--- src/rtl/urv_dm_wb_bridge_pkg.sv ---
// rtl/urv_dm_wb_bridge_pkg.sv - shared definitions for the uRV data-memory Wishbone bridge
//
// Purpose: FSM state encoding, default error word and the timeout counter
// width helper used by urv_dm_wb_bridge and urv_bus_timeout.
// Ports: none (package).
package urv_dm_wb_bridge_pkg;

  // IDLE: ready for a request; REQ: STB asserted; WAIT: STB accepted, awaiting ACK/ERR.
  typedef enum logic [1:0] {
    ST_IDLE = 2'd0,
    ST_REQ  = 2'd1,
    ST_WAIT = 2'd2
  } bus_state_t;

  localparam logic [31:0] URV_DEFAULT_ERR_DATA = 32'h0000_0000;

  // At least 8 bits, wider only when the timeout value needs it.
  function automatic int timeout_width(input int timeout);
    return (timeout > 255) ? $clog2(timeout + 1) : 8;
  endfunction

endpackage

--- src/rtl/urv_bus_timeout.sv ---
// rtl/urv_bus_timeout.sv - bus access watchdog counter
//
// Purpose: counts cycles while a Wishbone cycle is open and flags the last
// allowed cycle. g_timeout == 0 disables the watchdog.
// Ports:
//   clk_i, rst_n_i : clock, asynchronous active-low reset
//   clear          : restart the count (new access accepted)
//   enable         : count this cycle (CYC high)
//   expired        : this is cycle g_timeout of the access with no response yet
module urv_bus_timeout
  import urv_dm_wb_bridge_pkg::*;
#(
  parameter int g_timeout = 255
) (
  input  logic clk_i,
  input  logic rst_n_i,
  input  logic clear,
  input  logic enable,
  output logic expired
);

  localparam int TW = timeout_width(g_timeout);
  localparam logic [TW-1:0] LAST = TW'(g_timeout - 1);

  logic [TW-1:0] count;

  always_ff @(posedge clk_i or negedge rst_n_i) begin
    if (!rst_n_i) begin
      count <= '0;
    end else if (clear) begin
      count <= '0;
    end else if (enable) begin
      count <= count + 1'b1;
    end
  end

  assign expired = (g_timeout != 0) && enable && (count == LAST);

endmodule

--- src/rtl/urv_dm_wb_bridge.sv ---
// rtl/urv_dm_wb_bridge.sv - uRV data-memory port to pipelined Wishbone B4 master bridge
//
// Purpose: runs one core load/store at a time as a single pipelined Wishbone
// cycle and returns load data plus registered done / bus-error pulses.
// Ports:
//   clk_i, rst_n_i            : clock, asynchronous active-low reset
//   dm_addr_i/dm_data_s_i     : core byte address and store data
//   dm_data_select_i          : core byte enables
//   dm_load_i/dm_store_i      : requests, taken when dm_ready_o is high
//   dm_ready_o                : bridge idle
//   dm_data_l_o               : load data, held until the next load completes
//   dm_load_done_o/dm_store_done_o/bus_err_o : one-cycle completion pulses
//   wb_*                      : Wishbone B4 pipelined master
module urv_dm_wb_bridge
  import urv_dm_wb_bridge_pkg::*;
#(
  parameter int          g_timeout  = 255,
  parameter logic [31:0] g_err_data = URV_DEFAULT_ERR_DATA
) (
  input  logic        clk_i,
  input  logic        rst_n_i,
  input  logic [31:0] dm_addr_i,
  input  logic [31:0] dm_data_s_i,
  input  logic [3:0]  dm_data_select_i,
  input  logic        dm_load_i,
  input  logic        dm_store_i,
  output logic        dm_ready_o,
  output logic [31:0] dm_data_l_o,
  output logic        dm_load_done_o,
  output logic        dm_store_done_o,
  output logic        bus_err_o,
  output logic        wb_cyc_o,
  output logic        wb_stb_o,
  output logic        wb_we_o,
  output logic [31:0] wb_adr_o,
  output logic [3:0]  wb_sel_o,
  output logic [31:0] wb_dat_o,
  input  logic [31:0] wb_dat_i,
  input  logic        wb_ack_i,
  input  logic        wb_err_i,
  input  logic        wb_stall_i
);

  bus_state_t  state_q, state_d;
  logic [29:0] adr_q;
  logic [31:0] dat_q;
  logic [3:0]  sel_q;
  logic        we_q;
  logic [31:0] data_l_q;
  logic        load_done_q, store_done_q, err_q;

  logic accept, complete, complete_err, expired;

  // Bus is word addressed; the byte offset is carried by SEL.
  logic unused_addr_bits;
  assign unused_addr_bits = ^dm_addr_i[1:0];

  urv_bus_timeout #(
    .g_timeout(g_timeout)
  ) u_timeout (
    .clk_i  (clk_i),
    .rst_n_i(rst_n_i),
    .clear  (accept),
    .enable (wb_cyc_o),
    .expired(expired)
  );

  always_ff @(posedge clk_i or negedge rst_n_i) begin
    if (!rst_n_i) begin
      state_q <= ST_IDLE;
    end else begin
      state_q <= state_d;
    end
  end

  always_comb begin
    state_d      = state_q;
    accept       = 1'b0;
    complete     = 1'b0;
    complete_err = 1'b0;
    case (state_q)
      ST_IDLE: begin
        if (dm_load_i || dm_store_i) begin
          accept  = 1'b1;
          state_d = ST_REQ;
        end
      end
      ST_REQ: begin
        // A response is only meaningful once the STB has been taken.
        if (!wb_stall_i && (wb_ack_i || wb_err_i)) begin
          complete     = 1'b1;
          complete_err = wb_err_i;
        end else if (expired) begin
          complete     = 1'b1;
          complete_err = 1'b1;
        end else if (!wb_stall_i) begin
          state_d = ST_WAIT;
        end
      end
      ST_WAIT: begin
        if (wb_ack_i || wb_err_i) begin
          complete     = 1'b1;
          complete_err = wb_err_i;
        end else if (expired) begin
          complete     = 1'b1;
          complete_err = 1'b1;
        end
      end
      default: state_d = ST_IDLE;
    endcase
    if (complete) begin
      state_d = ST_IDLE;
    end
  end

  always_ff @(posedge clk_i or negedge rst_n_i) begin
    if (!rst_n_i) begin
      adr_q        <= '0;
      dat_q        <= '0;
      sel_q        <= '0;
      we_q         <= 1'b0;
      data_l_q     <= '0;
      load_done_q  <= 1'b0;
      store_done_q <= 1'b0;
      err_q        <= 1'b0;
    end else begin
      if (accept) begin
        adr_q <= dm_addr_i[31:2];
        dat_q <= dm_data_s_i;
        sel_q <= dm_data_select_i;
        // A simultaneous load+store request runs as the store.
        we_q  <= dm_store_i;
      end
      if (complete && !we_q) begin
        data_l_q <= complete_err ? g_err_data : wb_dat_i;
      end
      load_done_q  <= complete && !we_q;
      store_done_q <= complete && we_q;
      err_q        <= complete && complete_err;
    end
  end

  assign dm_ready_o      = (state_q == ST_IDLE);
  assign dm_data_l_o     = data_l_q;
  assign dm_load_done_o  = load_done_q;
  assign dm_store_done_o = store_done_q;
  assign bus_err_o       = err_q;
  assign wb_cyc_o        = (state_q != ST_IDLE);
  assign wb_stb_o        = (state_q == ST_REQ);
  assign wb_we_o         = we_q;
  assign wb_adr_o        = {adr_q, 2'b00};
  assign wb_sel_o        = sel_q;
  assign wb_dat_o        = dat_q;

endmodule

--- config.mk ---
export PLATFORM = sky130hd
export DESIGN_NAME = urv_dm_wb_bridge
export DESIGN_NICKNAME = d
export VERILOG_FILES = /design/src/rtl/urv_dm_wb_bridge_pkg.sv /design/src/rtl/urv_bus_timeout.sv /design/src/rtl/urv_dm_wb_bridge.sv
export SDC_FILE = /design/constraint.sdc
export NUM_CORES = 1
export LEC_CHECK = 0
export CORE_MARGIN = 4
export CORE_UTILIZATION = 37
export DETAILED_ROUTE_END_ITERATION = 10
export PLACE_DENSITY = 0.8
export SLEW_MARGIN = 20
export SYNTH_ARGS = -nofsm -noshare
export SYNTH_HDL_FRONTEND = slang
export SYNTH_SLANG_ARGS = --single-unit
export TNS_END_PERCENT = 1
--- constraint.sdc ---
create_clock -name clk_i -period 1.9 [get_ports clk_i]
set_clock_uncertainty 0.15 [all_clocks]
set_input_delay 0.475 -clock clk_i [delete_from_list [all_inputs] [get_ports clk_i]]
set_output_delay 0.475 -clock clk_i [all_outputs]
set_load 0.02 [all_outputs]
== After elaboration in Yosys (flattened, before gate mapping) ==
Index checks and enable logic that the tools add are counted.

* Register bits after elaboration: 112
* Logic and storage cells: 50

* Add/sub/neg operators: 1
* Equal/unequal tests: 8
* Muxes and demuxes: 18
* Reductions and logical operators: 13

{| class="wikitable"
|+ Operators by type and width
! operator !! number
|-
| 32-bit two-way mux || 1
|-
| 8-bit two-way mux || 2
|-
| 2-bit two-way mux || 5
|-
| 8-bit by 1-bit adder with 8-bit output (second input constant) || 1
|-
| 8-bit equality test (second input constant) || 1
|-
| 1-bit two-way mux || 7
|-
| 3-bit != test (second input constant) || 2
|-
| 2-bit one-hot mux with 3 select lines || 1
|-
| 1-bit logical AND || 5
|-
| 5-bit AND reduction || 1
|-
| 1-bit one-hot mux with 2 select lines || 2
|-
| 2-bit nonzero test || 2
|-
| 3-bit by 1-bit != test with 1-bit output (second input constant) || 1
|-
| 3-bit by 2-bit != test with 1-bit output (second input constant) || 1
|-
| 2-bit by 1-bit equality test with 1-bit output (second input constant) || 1
|-
| 2-bit equality test (second input constant) || 1
|-
| 1-bit logical NOT || 2
|-
| 2-bit logical NOT || 1
|-
| 1-bit logical OR || 2
|-
| 2-bit != test (second input constant) || 1
|}

== Depth between registers and ports, before layout ==
* Word-level depth: 7
* Depth in mapped cells: 10
* Gate-level depth less buffers: 7

== Hierarchy ==
From an unflattened synthesis, not the netlist that was laid out.

* Cell total of the unflattened synthesis: 369
* Area total of the unflattened synthesis: 5182.5 µm²

{| class="wikitable"
|+ By module, submodules not included
! module !! times used !! cells an instance !! area each (µm²) !! seq. area each (µm²)
|-
| urv_dm_wb_bridge || 1 || 328 || 4770.8 || 2602.5
|-
| urv_bus_timeout || 1 || 41 || 411.6 || 200.2
|}

== Worst setup path after synthesis ==
OpenSTA, ideal clock, no wires.

* Kind: register to register
* Start point: reg state_q[1]
* End point: reg state_q[1]
* Library setup time: 77 ps
* Arrival time: 1972 ps
* Slack: -299 ps
* Stages on the path, launching flop included: 9
* Period minus slack after synthesis: 2199 ps
* Cells stage by stage: dfrtp_1 > inv_1 > ha_1 > nand4b_1 > o22ai_2 > and2_1 > buf_2 > or4b_1 > o21ai_1

* Elaborated cells on any way between the ends: 17
* Those cells by class: 7 x eq/ne; 6 x mux; 4 x reduce/logical

{| class="wikitable"
|+ RTL lines
! what !! line !! RTL
|-
| start: declaration || urv_dm_wb_bridge.sv:44 || <nowiki>bus_state_t state_q, state_d;</nowiki>
|-
| start signal: assignment || urv_dm_wb_bridge.sv:72 || <nowiki>state_q <= state_d;</nowiki>
|-
| 2-bit logical NOT (*) || n/a ||
|-
| via dm_ready_o || urv_dm_wb_bridge.sv:27 || <nowiki>output logic dm_ready_o,</nowiki>
|-
| 3-bit by 1-bit != test with 1-bit output (no source line) or 2-bit one-hot mux with 3 select lines (tied branches) || n/a ||
|-
| 5-bit AND reduction (no source line) or 2-bit two-way mux (tied branches) || n/a ||
|}

Mark *: on every way through the listed nets, which the timed path passes. The rest lies on a longest branch.
A chain may end at the register's enable or synchronous reset.

== Final worst setup path ==
* Start point: reg state_q[0]
* End point: reg state_q[1]

* Longest elaborated chain between the ends: 7
* Elaborated cells on any way between the ends: 17
* Those cells by class: 7 x eq/ne; 6 x mux; 4 x reduce/logical

{| class="wikitable"
|+ RTL lines
! what !! line !! RTL
|-
| 2-bit nonzero test || urv_dm_wb_bridge.sv:148 || <nowiki>assign wb_cyc_o = (state_q != ST_IDLE);</nowiki>
|-
| 1-bit logical AND || urv_bus_timeout.sv:37 || <nowiki>assign expired = (g_timeout != 0) && enable && (count == LAST);</nowiki>
|-
| 1-bit two-way mux || urv_dm_wb_bridge.sv:93, urv_dm_wb_bridge.sv:104 ||
|-
| 1-bit two-way mux (on tied branches) || urv_dm_wb_bridge.sv:101, urv_dm_wb_bridge.sv:90 ||
|-
| 1-bit one-hot mux with 2 select lines || urv_dm_wb_bridge.sv:81 || <nowiki>case (state_q)</nowiki>
|-
| 3-bit != test (no source line), or another cell as far along || n/a ||
|-
| 5-bit AND reduction (no source line) || n/a ||
|}

Parallel ways exist; a longest one is shown, timed or not.

==> run_results.csv <==
group,metric,value,unit
floorplan,start_util,38.1,%
drt,ant_nets,0,
pwr,switching_share,38.8,%
drt,viasPerCell,4.91,
timing,slew_violations,0,
drt,drc,0,
synth,yosys_most_used_dff,"dfrtp_1",
global_route,gr-total-overflow,0,
finish,layout.nets,664,
clock_network,cts_sinks,112,
global_route,gr-usage-all-layers,17.5,%
timing,fin_tns_setup,-657,ps
synth,synth_cell_types,31,
worst_setup_path,worstPathArrival,2090,ps
timing,layout_setup_ws,-60.5,ps
drt,drt_iter0_drc,154,
synth,synth_edf_count,0,
clock_network,clk_pin_slew_worst_paths,70,ps
worst_setup_path,crit_path_end_kind,"register",
timing,fin_crit,1960,ps
finish,fin_cells,723,
synth,ys_top_cells_by_count,"dfrtp_1, mux2_2, nor2b_1",
synth,synth_compound_area_share,9.66,%
pwr,p_int,7.30,mW
pwr,p_seq_share,33.6,%
synth,synthAdderAreaFrac,1.90,%
global_route,grt_pass1_vias,3813,
worst_setup_path,critical_path.max_fanout,4,
drt,vias,3552,
floorplan,core,0.0121,mm2
finish,drive_above_1_share,21.6,%
clock_network,h-tree-depth,3,
floorplan,dieArea,0.0143,mm2
worst_setup_path,worst_r2r_path_depth,7,
worst_setup_path,r2r_start,"state_q[0]",
finish,utilization,59.6,%
finish,syn2layout_area_growth,56.6,%
pwr,pwr-share-clk,15.4,%
synth,synthMuxAreaShare,16.4,%
worst_setup_path,startpoint,"state_q[0]",
synth,syn_inst,331,
timing,rsz0062_at_grt,"yes",
synth,ys_ff_latch,112,
synth,synth_top_family_by_area,"multiplexers",
global_route,antenna_found_initial,0,
floorplan,rows,40,
placed_design,place.gp.congestion,0.805,
timing,setup_violations,33,
synth,async_flop_share,100,%
clock_network,clock_path_buffers,2,
drt,routed_wl,12.4,mm
pwr,vdd_ir_drop_max,1.08,mV
finish,filler_cell_count,1064,
pwr,pwr-share-comb,51.0,%
worst_setup_path,worstPathRequired,2030,ps
floorplan,die_width,120,um
clock_network,cts-root-buf,"clkbuf_16",
synth,yosys.area.top_type,"dfrtp_1",
job,drv_cap,0,
synth,netlist_area,0.00461,mm2
pwr,leakage,3.27,nW
worst_setup_path,critPathCapture,"state_q[1]",
pwr,switchingPower,4.63,mW
drt,post_drt_wl_per_cell,17.1,um
synth,synth-seq-area-share,60.8,%
worst_setup_path,reg2reg_to,"state_q[1]",
timing,timing.final.crit_share,103,%
placed_design,placedCellCount,706,
status,outcome,"finished with violations",
synth,ys_warn_count,0,
synth,yosysTopAreaCellShare,60.8,%
worst_setup_path,ff2ff_setup_slack,-60,ps
placed_design,hpwl,9.21,mm
timing,fmax,0.510,GHz
floorplan,dieHeight,120,um
timing,hold_ws,341,ps
drt,dr.pass1.iters,4,
finish,diodes,0,
placed_design,io_buffer_count,209,
clock_network,clock_latency,350,ps
global_route,grt_first_pass_wirelength,19.9,mm
global_route,grt_max_degree,67,
synth,synth.most_common_cell,"dfrtp_1",
synth,synth-xor-area-share,0.190,%
worst_setup_path,crit_type,"reg -> reg",
synth,yosys.area_share.simple,7.70,%
clock_network,numCtsBuffers,9,
hold_path,hold_class,"reg -> reg",
pwr,power_density,1650,mW/mm2
synth,yosys-top-cells-area,"dfrtp_1, mux2_2, a32o_1",
synth,syn_avg_cell_area,13.9,um2
worst_setup_path,cp-start-kind,"register",
status,violations,"negative setup slack",
clock_network,cts_tree,"done",
timing,hold_viol_final,0,
floorplan,ios,214,
==> worst min-delay path by stage <==
stage | startpoint | endpoint | depth (start not counted)
after CTS | dm_data_l_o[2] | dm_data_l_o[2] | 1
after global placement | dm_data_l_o[6] | dm_data_l_o[6] | 1
after floorplan | rst_n_i | adr_q[0] | 0
after detailed placement | u_timeout.count[7] | u_timeout.count[7] | 1
after global routing | dm_data_l_o[31] | dm_data_l_o[31] | 1
final | dm_data_l_o[28] | dm_data_l_o[28] | 1
==> what timing repair did <==
action	4_1_cts	5_1_grt
hold buffers	1	0
resized for setup	118	3
pin swaps	2	0
setup buffers	0	0
setup endpoints to repair	139	103
hold endpoints to repair	58	0
==> per-stage QoR <==
stage / power (mW) / setup slack [ps] / area [um2]
4_1_cts: 12.1 / -46.8 / 7220
6_report: 11.9 / -60.5 / 7220
3_3_place_gp: 10.7 / -341 / 7030
2_1_floorplan: 7.69 / -121 / 4630
3_5_place_dp: 11.0 / -400 / 7030
5_1_grt: 12.6 / -138 / 7220
==> placed cells by master (no fill, tap or decap), types with 3 or more instances in the layout <==
cell             Yosys  layout
o31ai_1              3       3
clkbuf_8             0       3
clkdlybuf4s50_1      0     103
ha_1                 7       6
buf_12               0       4
nor2_1               5       5
nand2_1             10      10
dlygate4sd2_1        0     102
o211ai_1             3       3
nand3_1              5       5
buf_4                2      15
o21ai_0              4       3
inv_1                6       4
inv_2                1       3
clkbuf_16            0      10
mux2_2              67      67
nor2b_1             34      34
a32o_1              32      32
dfrtp_1            112     112
==> cell type report <==
class,instances,area [um2],area share [%]
timing repair buffer,230,2180,30.2
tap,168,210,2.91
multi-input combinational,190,1710,23.7
sequential,112,2800,38.8
clock inverter,4,27.5,0.381
clock buffer,12,267,3.69
inverter,7,26.3,0.364
==> power groups by stage <==
| stage | logic, mW | registers (mW) | clock network [mW] |
|---|---|---|---|
| 6_report | 6.08 | 4.00 | 1.84 |
| 5_1_grt | 6.47 | 4.17 | 2.00 |
| 4_1_cts | 6.16 | 4.02 | 1.89 |
| 3_5_place_dp | 6.86 | 4.11 | 0 |
| 3_3_place_gp | 6.67 | 4.03 | 0 |
| 2_1_floorplan | 2.31 | 5.38 | 0 |
==> sequential cells by signal (all words and copies together) (netlist names) <==
| register | cells |
|---|---|
| dm_data_l_o | 32 |
| wb_dat_o | 32 |
| adr_q | 30 |
| u_timeout.count | 8 |
| wb_sel_o | 4 |
| state_q | 2 |
| bus_err_o | 1 |
| dm_load_done_o | 1 |
| dm_store_done_o | 1 |
| wb_we_o | 1 |
==> worst max-delay path, stage by stage (launching register included) <==
cell	delay [ps]
dfrtp_1	360
inv_2	70
ha_1	250
nor2b_1	160
o22ai_2	110
and2_4	190
or4b_1	520
o21ai_1	90
==> layer usage <==
metal  global-route usage [%]  vias up  wire, um
met3                     3.63       24       599
li1                         -     1630         -
met2                     31.7      120      6670
met1                     19.6     1778      4740
met4                     7.87        0       346
met5                        0        -         0
==> cell families (layout without fill, tap and decap cells) <==
logic type / after synthesis / in the layout
compound gates: 51 / 51
xor+xnor: 1 / 1
fa+ha+maj: 7 / 7
buf+inv: 30 / 253
flops: 112 / 112
mux: 67 / 67
other cells: 1 / 2
simple gates: 62 / 62
Note: power is estimated with default switching activity, not from simulation.
==> edit, RTL diff (same settings) <==
The output `bus_err_o` loses its register stage (`err_q` becomes a continuous assignment).
--- a/src/rtl/urv_dm_wb_bridge.sv
+++ b/src/rtl/urv_dm_wb_bridge.sv
@@ -122,7 +122,6 @@
       data_l_q     <= '0;
       load_done_q  <= 1'b0;
       store_done_q <= 1'b0;
-      err_q        <= 1'b0;
     end else begin
       if (accept) begin
         adr_q <= dm_addr_i[31:2];
@@ -136,9 +135,10 @@
       end
       load_done_q  <= complete && !we_q;
       store_done_q <= complete && we_q;
-      err_q        <= complete && complete_err;
     end
   end
+
+  assign err_q = complete && complete_err;
 
   assign dm_ready_o      = (state_q == ST_IDLE);
   assign dm_data_l_o     = data_l_q;
Behaviour: not the same (a bounded check fails within 4 cycles, from zero or initial values and one cycle with rst_n_i low).
==> edit against the unedited design <==
The run still ends with negative setup slack left; cell area up 3.6%; combinational power up 7.9%; via count up 1.8%; sequential power about the same; die area down 0.51%; sequential cell count down 1; power up 4.8%; sequential share of layout area down 1.7 points; wire length up 3.6%; synthesized area down 0.54%; fmax down 16%; worst setup slack worse by 0.39 ns; critical path depth up 1; largest cell class unchanged; largest power group unchanged.
==> edit: results (changes against the unedited design) <==
Parameter                              Value

Outcome
  Status    finished, violations left (unchanged)
  Failing checks    negative setup slack (unchanged)

Placed design
  Number of placed cells counting well taps    730 (was 706)
  Cell Area, Placed    7230 um^2 (was 7030 um^2)
  Post-place setup slack    -0.816 ns (was -0.400 ns)
  Final RePlAce weighted congestion    0.826 (was 0.805)
  Half-perimeter wire length after detailed placement    9.57 mm (was 9.21 mm)

Global route
  Maximum number of pins on one net before global-route repair    63 (was 67)
  Vias in the first global route    3937 (was 3813)
  Global-route wire length before repair    20.5 mm (was 19.9 mm)
  Total routing usage reported by global routing    18.1% (was 17.5%)

Route
  Vias    3615 (was 3552)
  Routed wirelength normalized by instance count    17.1 um (about the same)
  Via density per instance    4.82 (was 4.91)

Setup path
  Endpoint of the most critical setup path    bus_err_o (was state_q[1])
  Slowest cell on the critical path    dfrtp_1 (was or4b_1)
  Flop2flop setup slack    -0.38 ns (was -0.06 ns)
  Maximum cell stage delay along the critical path    0.41 ns (was 0.52 ns)
  Gate family responsible for the most delay along the worst path    buffers and inverters (was simple AND/OR/NAND/NOR gates)
  Arrival time reported for the critical path endpoint    1.72 ns (was 2.09 ns)
  Register-to-Register Path Depth    10 (was 7)

Synth
  Part of the Yosys area used for sequential elements    60.6% (was 60.8%)
  Area contributors post-synth    dfrtp_1 (61%), mux2_2 (16%), a32o_1 (7.0%) (was dfrtp_1 (61%), mux2_2 (16%), a32o_1 (6.9%))
  Mean instance size in the synthesized netlist    13.9 um^2 (about the same)
  Most instantiated cells after synthesis    dfrtp_1 (111), mux2_2 (67), nor2b_1 (34) (was dfrtp_1 (112), mux2_2 (67), nor2b_1 (34))
  Top cell type's share of synthesized area    60.6% (was 60.8%)

Timing
  Number of failing setup endpoints in the final timing report    39 (was 33)
  Final Hold Slack    0.341 ns (about the same)
  Smallest setup slack after layout    -0.446 ns (was -0.0605 ns)
  Sum of negative setup slack    -6.90 ns (was -0.657 ns)

Power and ir drop
  Worst vdd rail ir drop    880 uV (was 1080 uV)
  Static leakage    0.00339 uW (was 0.00327 uW)

Worst hold path
  Startpoint of the tightest hold check path    dm_data_l_o[21] (was dm_data_l_o[28])

Layout
  Layout cell share with drive strength beyond 1    26.5% (was 21.6%)
  Layout net count    691 (was 664)
-- edit: cells by family after synthesis --
group | share of synthesized area, %
other cells | 0.0818
flops | 60.6
simple gates | 7.75
buf+inv | 3.35
xor+xnor | 0.191
fa+ha+maj | 1.91
mux | 16.4
compound gates | 9.71
-- edit: cell type report --
| type | count | share of cell area [%] |
|---|---|---|
| Tap cell | 168 | 2.81 |
| Inverter | 7 | 0.351 |
| Clock inverter | 5 | 0.853 |
| Clock buffer | 11 | 3.24 |
| Multi-Input combinational cell | 190 | 23.5 |
| Sequential cell | 111 | 37.1 |
| Timing Repair Buffer | 258 | 32.2 |
-- edit: routing by layer --
metal,global-route usage [%],vias up,wire (um)
met5,0,-,0
met4,7.23,0,307
met3,4.61,20,779
met2,32.5,126,6820
met1,20.6,1787,4890
li1,-,1682,-
-- edit: power breakdown --
group	internal, uW	switching (uW)	leakage (uW)
logic	3160	3400	0.00190
registers	3470	521	0.00135
clock network	1070	870	0.000147
